--- src/rtl/hsv_pkg.sv ---
// hsv_pkg: shared class codes, hue bin edges, FSM states and pixel classifier for the HSV colour judge
package hsv_pkg;

    localparam int DEF_CNT_W = 20;
    localparam int DEF_MIN_PIX = 1024;
    localparam logic [7:0] DEF_V_MIN = 8'd40;
    localparam logic [7:0] DEF_S_MIN = 8'd60;

    localparam logic [8:0] HUE_YELLOW = 9'd30;
    localparam logic [8:0] HUE_GREEN = 9'd90;
    localparam logic [8:0] HUE_CYAN = 9'd150;
    localparam logic [8:0] HUE_BLUE = 9'd210;
    localparam logic [8:0] HUE_MAGENTA = 9'd270;
    localparam logic [8:0] HUE_RED = 9'd330;

    typedef enum logic [2:0] {
        CLS_NONE,
        CLS_RED,
        CLS_YELLOW,
        CLS_GREEN,
        CLS_CYAN,
        CLS_BLUE,
        CLS_MAGENTA,
        CLS_GRAY
    } cls_t;

    typedef enum logic [2:0] {
        S_IDLE,
        S_ACC,
        S_FLUSH,
        S_CMP,
        S_DONE
    } state_t;

    // Dark pixels are BLACK (shares code 0 with NONE), washed-out pixels are GRAY,
    // everything else falls into a 60-degree hue bin; out-of-range hue counts as RED.
    function automatic cls_t hue_class(
        input logic [8:0] h,
        input logic [7:0] s,
        input logic [7:0] v,
        input logic [7:0] v_min,
        input logic [7:0] s_min
    );
        return v < v_min ? CLS_NONE :
               s < s_min ? CLS_GRAY :
               (h < HUE_YELLOW || h >= HUE_RED) ? CLS_RED :
               h < HUE_GREEN ? CLS_YELLOW :
               h < HUE_CYAN ? CLS_GREEN :
               h < HUE_BLUE ? CLS_CYAN :
               h < HUE_MAGENTA ? CLS_BLUE : CLS_MAGENTA;
    endfunction

endpackage

--- src/rtl/hsv_classify.sv ---
// hsv_classify: registered per-pixel HSV to colour-class mapper
module hsv_classify
    import hsv_pkg::*;
#(
    parameter logic [7:0] V_MIN = DEF_V_MIN,
    parameter logic [7:0] S_MIN = DEF_S_MIN
) (
    input  logic       clk,
    input  logic       rst,
    input  logic       in_valid,
    input  logic [8:0] h,
    input  logic [7:0] s,
    input  logic [7:0] v,
    output cls_t       cls,
    output logic       cls_valid
);

    // One-cycle classification stage with its own valid bit
    always_ff @(posedge clk or negedge rst) begin
        if (!rst) begin
            cls <= CLS_NONE;
            cls_valid <= 1'b0;
        end else begin
            cls <= hue_class(h, s, v, V_MIN, S_MIN);
            cls_valid <= in_valid;
        end
    end

endmodule

--- src/rtl/hsv_color_judge.sv ---
// hsv_color_judge: per-frame colour-class histogram with sequential dominant-class scan
module hsv_color_judge
    import hsv_pkg::*;
#(
    parameter int CNT_W = DEF_CNT_W,
    parameter logic [7:0] V_MIN = DEF_V_MIN,
    parameter logic [7:0] S_MIN = DEF_S_MIN,
    parameter logic [CNT_W-1:0] MIN_PIX = CNT_W'(DEF_MIN_PIX)
) (
    input  logic             clk,
    input  logic             rst,
    input  logic             frame_start,
    input  logic             frame_end,
    input  logic             pix_valid,
    input  logic [8:0]       hsv_h,
    input  logic [7:0]       hsv_s,
    input  logic [7:0]       hsv_v,
    output logic [2:0]       color_id,
    output logic [CNT_W-1:0] color_cnt,
    output logic             color_valid,
    output logic             busy
);

    state_t state;
    cls_t pix_cls;
    logic pix_hit;
    logic [2:0] idx;
    logic [CNT_W-1:0] counts [8];
    logic [CNT_W-1:0] best_cnt;
    cls_t best_id;
    logic take;
    logic [CNT_W-1:0] scan_cnt;
    cls_t scan_id;
    logic clear;

    hsv_classify #(.V_MIN(V_MIN), .S_MIN(S_MIN)) u_classify (
        .clk(clk),
        .rst(rst),
        .in_valid(pix_valid && state == S_ACC),
        .h(hsv_h),
        .s(hsv_s),
        .v(hsv_v),
        .cls(pix_cls),
        .cls_valid(pix_hit)
    );

    assign busy = state == S_CMP;
    assign clear = frame_start && (state == S_IDLE || state == S_ACC);

    // One scan step: class 0 never wins, ties keep the earlier (lower) class
    always_comb begin
        take = idx != 3'd0 && counts[idx] > best_cnt;
        scan_cnt = take ? counts[idx] : best_cnt;
        scan_id = take ? cls_t'(idx) : best_id;
    end

    // Class histogram: window start clears, drained pixels still land during FLUSH
    always_ff @(posedge clk or negedge rst) begin
        if (!rst) begin
            for (int k = 0; k < 8; k++) counts[k] <= '0;
        end else if (clear) begin
            for (int k = 0; k < 8; k++) counts[k] <= '0;
        end else if (pix_hit && (state == S_ACC || state == S_FLUSH) && counts[pix_cls] != '1) begin
            counts[pix_cls] <= counts[pix_cls] + 1'b1;
        end
    end

    // Frame FSM; the result registers load on the last scan step so color_valid coincides with DONE
    always_ff @(posedge clk or negedge rst) begin
        if (!rst) begin
            state <= S_IDLE;
            idx <= 3'd0;
            best_cnt <= '0;
            best_id <= CLS_NONE;
            color_id <= 3'd0;
            color_cnt <= '0;
            color_valid <= 1'b0;
        end else begin
            color_valid <= 1'b0;
            case (state)
                S_IDLE: state <= frame_start ? S_ACC : S_IDLE;
                S_ACC: state <= (frame_end && !frame_start) ? S_FLUSH : S_ACC;
                S_FLUSH: begin
                    state <= S_CMP;
                    idx <= 3'd0;
                    best_cnt <= '0;
                    best_id <= CLS_NONE;
                end
                S_CMP: begin
                    best_cnt <= scan_cnt;
                    best_id <= scan_id;
                    idx <= idx + 3'd1;
                    if (idx == 3'd7) begin
                        state <= S_DONE;
                        color_id <= scan_cnt < MIN_PIX ? CLS_NONE : scan_id;
                        color_cnt <= scan_cnt;
                        color_valid <= 1'b1;
                    end
                end
                default: state <= S_IDLE;
            endcase
        end
    end

endmodule

--- config.mk ---
export PLATFORM = sky130hd
export DESIGN_NAME = hsv_color_judge
export DESIGN_NICKNAME = d
export VERILOG_FILES = /design/src/rtl/hsv_pkg.sv /design/src/rtl/hsv_classify.sv /design/src/rtl/hsv_color_judge.sv
export SDC_FILE = /design/constraint.sdc
export NUM_CORES = 1
export LEC_CHECK = 0
export BUFFER_PORTS_ARGS = -buffer_cell sky130_fd_sc_hd__buf_2
export CAP_MARGIN = 25
export CORE_MARGIN = 3
export CORE_UTILIZATION = 52
export DETAILED_ROUTE_END_ITERATION = 16
export PLACE_DENSITY = 0.75
export SETUP_SLACK_MARGIN = 0.05
export SLEW_MARGIN = 20
export SYNTH_ARGS = -nofsm -noshare
export SYNTH_HDL_FRONTEND = slang
export SYNTH_HIERARCHICAL = 1
export SYNTH_SLANG_ARGS = --single-unit
--- constraint.sdc ---
create_clock -name clk -period 7.94 [get_ports clk]
set_input_delay 0.794 -clock clk [delete_from_list [all_inputs] [get_ports clk]]
set_output_delay 0.794 -clock clk [all_outputs]
set_load 0.05 [all_outputs]
* Word-level counts from Yosys, hierarchy flattened
Cells that the tools add are included.
Word-level totals: input bits 30, output and inout bits 25, word-level logic and storage cells 86, register bits 217
Operators by class: mux-type cells 30, bitwise logic cells 2, equal/unequal tests 6, reduce and logical (&&, ||, !) cells 16, magnitude comparators 13, $add $sub $neg 2
Operators with widths (count):
- $mux W160 | 2
- $bwmux W160 | 1
- $bmux W20 S3 | 2
- $mux W20 | 6
- $demux W20 S3 | 1
- $pmux W20 S2 | 1
- $mux W3 | 9
- $add A20 B1 Y20 const B | 1
- $gt A20 B20 Y1 | 1
- $lt A20 B11 Y1 const B | 1
- $ne A20 B20 Y1 const B | 1
- $lt A9 B8 Y1 const B | 2
- $lt A8 B6 Y1 const B | 2
- $pmux W3 S2 | 2
- $pmux W3 S4 | 1
- $ge A9 B9 Y1 const B | 1
- $lt A9 B5 Y1 const B | 1
- $lt A9 B7 Y1 const B | 1
- $lt A9 B9 Y1 const B | 1
- $ge A4 B4 Y1 const B | 2
- $not A3 Y4 | 2
- $logic_and A1 B1 Y1 | 7
- $eq A3 B2 Y1 const B | 2
- $lt A4 B1 Y1 const B | 1
- other kinds (12) | 18

* Longest topological paths before layout
depth in word-level cells 9, mapped depth 17, gate-level depth less buffers 13

* By module
Netlist, hierarchy kept.
Modules (own cells, without submodules):
- hsv_color_judge | cells each 1081, area each 11944.0 µm², sequential area each 5330.1 µm², times used 1
- hsv_classify | cells each 40, area each 314.1 µm², sequential area each 100.1 µm², times used 1

* Least setup slack after synthesis
OpenSTA, ideal clock, no wires.
path type reg-to-reg, start point reg idx[0], end point reg best_cnt[0], setup time 0.121 ns, data arrival time 4.211 ns, slack 3.608 ns, path buffers 4, required time 7.819 ns, period minus slack after synthesis 4.332 ns, cell stages (with the launch flop) 16, cells stage by stage dfrtp_1 > clkbuf_1 > buf_1 > buf_2 > mux4_2 > nand2_1 > nand2_1 > ha_1 > a21o_1 > a21o_1 > a21oi_1 > o31ai_1 > o31ai_1 > nor2_1 > clkbuf_1 > a22o_1
On the way: word-level cells in the longest chain between the ends 8, elaborated cells between the ends (all ways) 9, classes of those cells order compare (1); mux (5); bitwise (1); reduce/logical (2)
Ends and longest elaborated chain:
- start: declaration | RTL line hsv_color_judge.sv:27 | logic [2:0] idx;
- start signal: assignment | RTL line hsv_color_judge.sv:92 | idx <= idx + 3'd1;
- $not A3 Y4 (implied by the code) | RTL line hsv_color_judge.sv:52, hsv_color_judge.sv:53
- $bmux W20 S3 | RTL line hsv_color_judge.sv:52, hsv_color_judge.sv:53
- $mux W20 (implied by the code) (2 in a row) | RTL line hsv_color_judge.sv:52, hsv_color_judge.sv:53
- $gt A20 B20 Y1 | RTL line hsv_color_judge.sv:52 | take = idx != 3'd0 && counts[idx] > best_cnt;
- $logic_and A1 B1 Y1 | RTL line hsv_color_judge.sv:52
- $mux W20 (*) | RTL line hsv_color_judge.sv:53 | scan_cnt = take ? counts[idx] : best_cnt;
- $pmux W20 S2 (*) | RTL line hsv_color_judge.sv:80 | case (state)
- end signal: assignment | RTL line hsv_color_judge.sv:90 | best_cnt <= scan_cnt;
- end: declaration | RTL line hsv_color_judge.sv:29 | logic [CNT_W-1:0] best_cnt;
Mark *: on every way between the ends. The rest lies on a longest branch, timed or not. The select of a mux whose other input is x is not followed. A chain may end at the register's enable or synchronous reset.

* Worst setup path in the final report
start point reg idx[0], end point reg color_id[1]
On the way: word-level cells in the longest chain between the ends 9, elaborated cells between the ends (all ways) 13, classes of those cells order compare (2); eq/ne (1); mux (6); bitwise (1); reduce/logical (3)
Ends and longest elaborated chain:
- $not A3 Y4 (implied by the code) | RTL line hsv_color_judge.sv:52, hsv_color_judge.sv:53
- $bmux W20 S3 | RTL line hsv_color_judge.sv:52, hsv_color_judge.sv:53
- $mux W20 (implied by the code) (2 in a row) | RTL line hsv_color_judge.sv:52, hsv_color_judge.sv:53
- $gt A20 B20 Y1 | RTL line hsv_color_judge.sv:52
- $logic_and A1 B1 Y1 | RTL line hsv_color_judge.sv:52
- $mux W20 | RTL line hsv_color_judge.sv:53
- $lt A20 B11 Y1 | RTL line hsv_color_judge.sv:95 | color_id <= scan_cnt < MIN_PIX ? CLS_NONE : scan_id;
- $mux W3 | RTL line hsv_color_judge.sv:95
- end signal: assignment | RTL line hsv_color_judge.sv:95
- end: declaration | RTL line hsv_color_judge.sv:18 | output logic [2:0] color_id,
Several ways; a longest one is shown, not always the timed one. The select of a mux whose other input is x is not followed.

==> impl_results.md <==
* Leak Pwr at 5.93 nW
* Synth cell count leaders: 217 x dfrtp_1, 167 x nand2_1, 110 x a22o_1, 65 x mux4_2, 63 x nor2_1
* Initial antenna violation count at 0
* Clock sink count at 217
* Post-route insts no fill at 1,475
* Dpl ws at 2910 ps
* DRT Pass-1 Iters at 5
* WS Path Type: reg2reg
* Nature of the critical path endpoint: flop
* Total power at 3.82 mW
* GRT Total Usage at 0.270
* Fin Clk Skew at 13.0 ps
* PwrDens at 283 nW/um2
* Final worst-path cycle share at 0.639
* Max-cap violations at 0
* Critical R2R Launch: idx[0]
* Worst min path class: in2async
* Share of cells above drive strength 1 at 0.189
* Final Hold Vio Count at 0
* EDFF count, synth at 0
* Die area at 25,500 um2
* Max IR drop VDD at 0.000187 V
* Syn avg cell area at 10.9 um2
* Starting DRT DRC Count at 1,162
* Synth Instances at 1,121
* Vias at 9,876
* DRT Wirelength at 34,800 um
* WP data required at 8320 ps
* Clock transition at the registers of the reported paths at 60 ps
* Starting density of the core at 0.535
* Final Wtd Congestion at 0.866
* CTS Buffer Depth at 3
* Number of routed nets with antenna violations at 0
* Antenna cells at 0
* Clk Tree Root Cell: clkbuf_16
* Postcts setup bufs at 0
* Most frequent cell after synthesis: dfrtp_1
* Core area at 22,900 um2
* # fillers at 1,867
* Drt wl/cell at 23.6 um
* Ranking of synthesized cells by area: dfrtp_1 44%, mux4_2 12%, a22o_1 7.9%
* Register bit total from synthesis at 217
* Yosys cell types at 81
* Setup violators final at 0
* Syn Std Cell Area at 12,300 um2
* Setup TNS at 0 ps
* Top-Level Pins at 55
* Worst R2R Path Depth at 12
* Nets@finish at 1,198
* Max-slew violations at 0
* First-pass GRT wire length at 55,100 um
* Vias in the first global route at 9,656
* Cell Count Post-Placement at 1,429
* FMAX at 197 MHz
* CTS Buf Count at 24
* Detailed Place HPWL at 21,700 um
* Register area at 5440 um2
* RSZ-0062 raised after global routing: no
* CTS tree: built
* Worst relative slew slack at 0.274
* Pin count of the biggest net entering global routing at 138
* Syn nets at 1,175
* GRT Residual Overflow at 0
* Die H at 160 um
* Startpoint types: flop
* # DRC at 0
* Prevailing post-synth register cell: dfrtp_1
* Vias/cell at 6.70
* Post-synth top area share at 0.443
* Yosys warns at 6
* Chip Width at 160 um
* Sequential share of the synthesized area at 0.443
* Number of I/O port buffers at 48
* Final min period at 5070 ps
* Post-synth ARST share at 1.00
* Status: completed
* Worst Path Arrival at 5450 ps
* Site row count at 55
* Worst-margin pin slew at 1090 ps
* Clk Latency, worst-skew pair at 530 ps
* Area delta synth->final at 10.1%
* Area of the multi-input gates at 6300 um2
* Crit Path Max Fanout at 20
* CTS resizes at 0
* CTS H-Tree Depth at 1
* Crit path from: idx[0]
* Cts hold-fix bufs at 0
* Post-synth top area cell: dfrtp_1
* Setup ws final at 2870 ps
==> cell usage in the layout, fill, tap and decap left out, types with 7 or more instances in the layout <==
cell type and n:
clkbuf_16 25, o21ai_0 55, inv_1 35, xnor2_1 8, a21o_1 8, nand4_1 12, buf_4 19, a21oi_1 33
dfrtp_1 213, clkbuf_1 7, nor2b_1 9, mux2i_1 24, a22o_1 110, nor2_1 63, o2bb2ai_1 9, xor2_1 8
ha_1 24, nor3_1 11, buf_2 47, o21ai_1 27, a221o_1 9, nand2_1 167, nand3_1 21, mux4_2 65
==> stage by stage <==
step | instance area, um2 | hold slack (ps) | utilization
2_1_floorplan | 12300 | 463 | -
3_3_place_gp | 12700 | 458 | 0.552
3_5_place_dp | 12700 | 465 | 0.553
4_1_cts | 13500 | 440 | 0.587
5_1_grt | 13500 | 157 | 0.589
6_report | 13500 | 141 | 0.589
==> per-layer routing <==
layer / global-route usage / routed length (um) / share of wire / vias up
met5: 0 / 0 / 0 / -
met4: 0.0911 / 1190 / 0.034 / 0
met3: 0.0583 / 3500 / 0.10 / 92
met2: 0.423 / 16200 / 0.47 / 537
met1: 0.377 / 13800 / 0.40 / 4982
li1: - / - / - / 4265
==> cells by family after synthesis <==
family / after synthesis / synth area share
DFF: 217 / 0.443
adders and majority gates: 24 / 0.0245
and+or+nand+nor: 338 / 0.133
AOI/OAI and AO/OA: 312 / 0.189
buffers and inverters: 110 / 0.0446
muxes: 103 / 0.152
xor gates and xnor gates: 17 / 0.0128
==> path summary, 6_finish.rpt <==
check | end | slack, ps
setup / recovery | color_id[1] | 2870
hold / removal | color_valid | 140
setup reg to reg | color_id[1] | 2870
hold reg to reg | color_cnt[10] | 470
max in group asynchronous | counts[35] | 6770
min in group clk | color_cnt[10] | 470
==> state kept, by name (all words and copies together), names as in the netlist, 3 cells and up <==
| signal | cells |
|---|---|
| best_cnt | 20 |
| best_id | 3 |
| color_cnt | 20 |
| color_id | 3 |
| counts | 160 |
| idx | 3 |
| state | 3 |
| u_classify/cls | 3 |
==> layout make-up <==
type / instances / area share
Inverter: 36 / 0.0100
Timing Repair Buffer: 71 / 0.0339
Sequential cell: 217 / 0.403
Multi-Input combinational cell: 794 / 0.466
Clock inverter: 10 / 0.00779
Tap cell: 313 / 0.0290
Clock buffer: 34 / 0.0503
==> worst max-delay path: stages (launching register included) <==
cell and delay, ps:
dfrtp_2 630, buf_4 470, mux4_2 560, nand2_1 80
nand2_1 200, ha_1 370, nand4_1 160, or3_1 470
a211oi_1 530, o31a_1 510, buf_4 300, o21ai_0 220
a2111oi_0 400
==> power by group <==
part / leakage, nW / switching [mW] / internal, mW
logic: 2.56 / 0.986 / 0.390
clock network: 0.383 / 0.460 / 0.661
registers: 2.99 / 0.109 / 1.22
total: 5.93 / 1.56 / 2.27
Note: power is estimated with default switching activity, not from simulation.
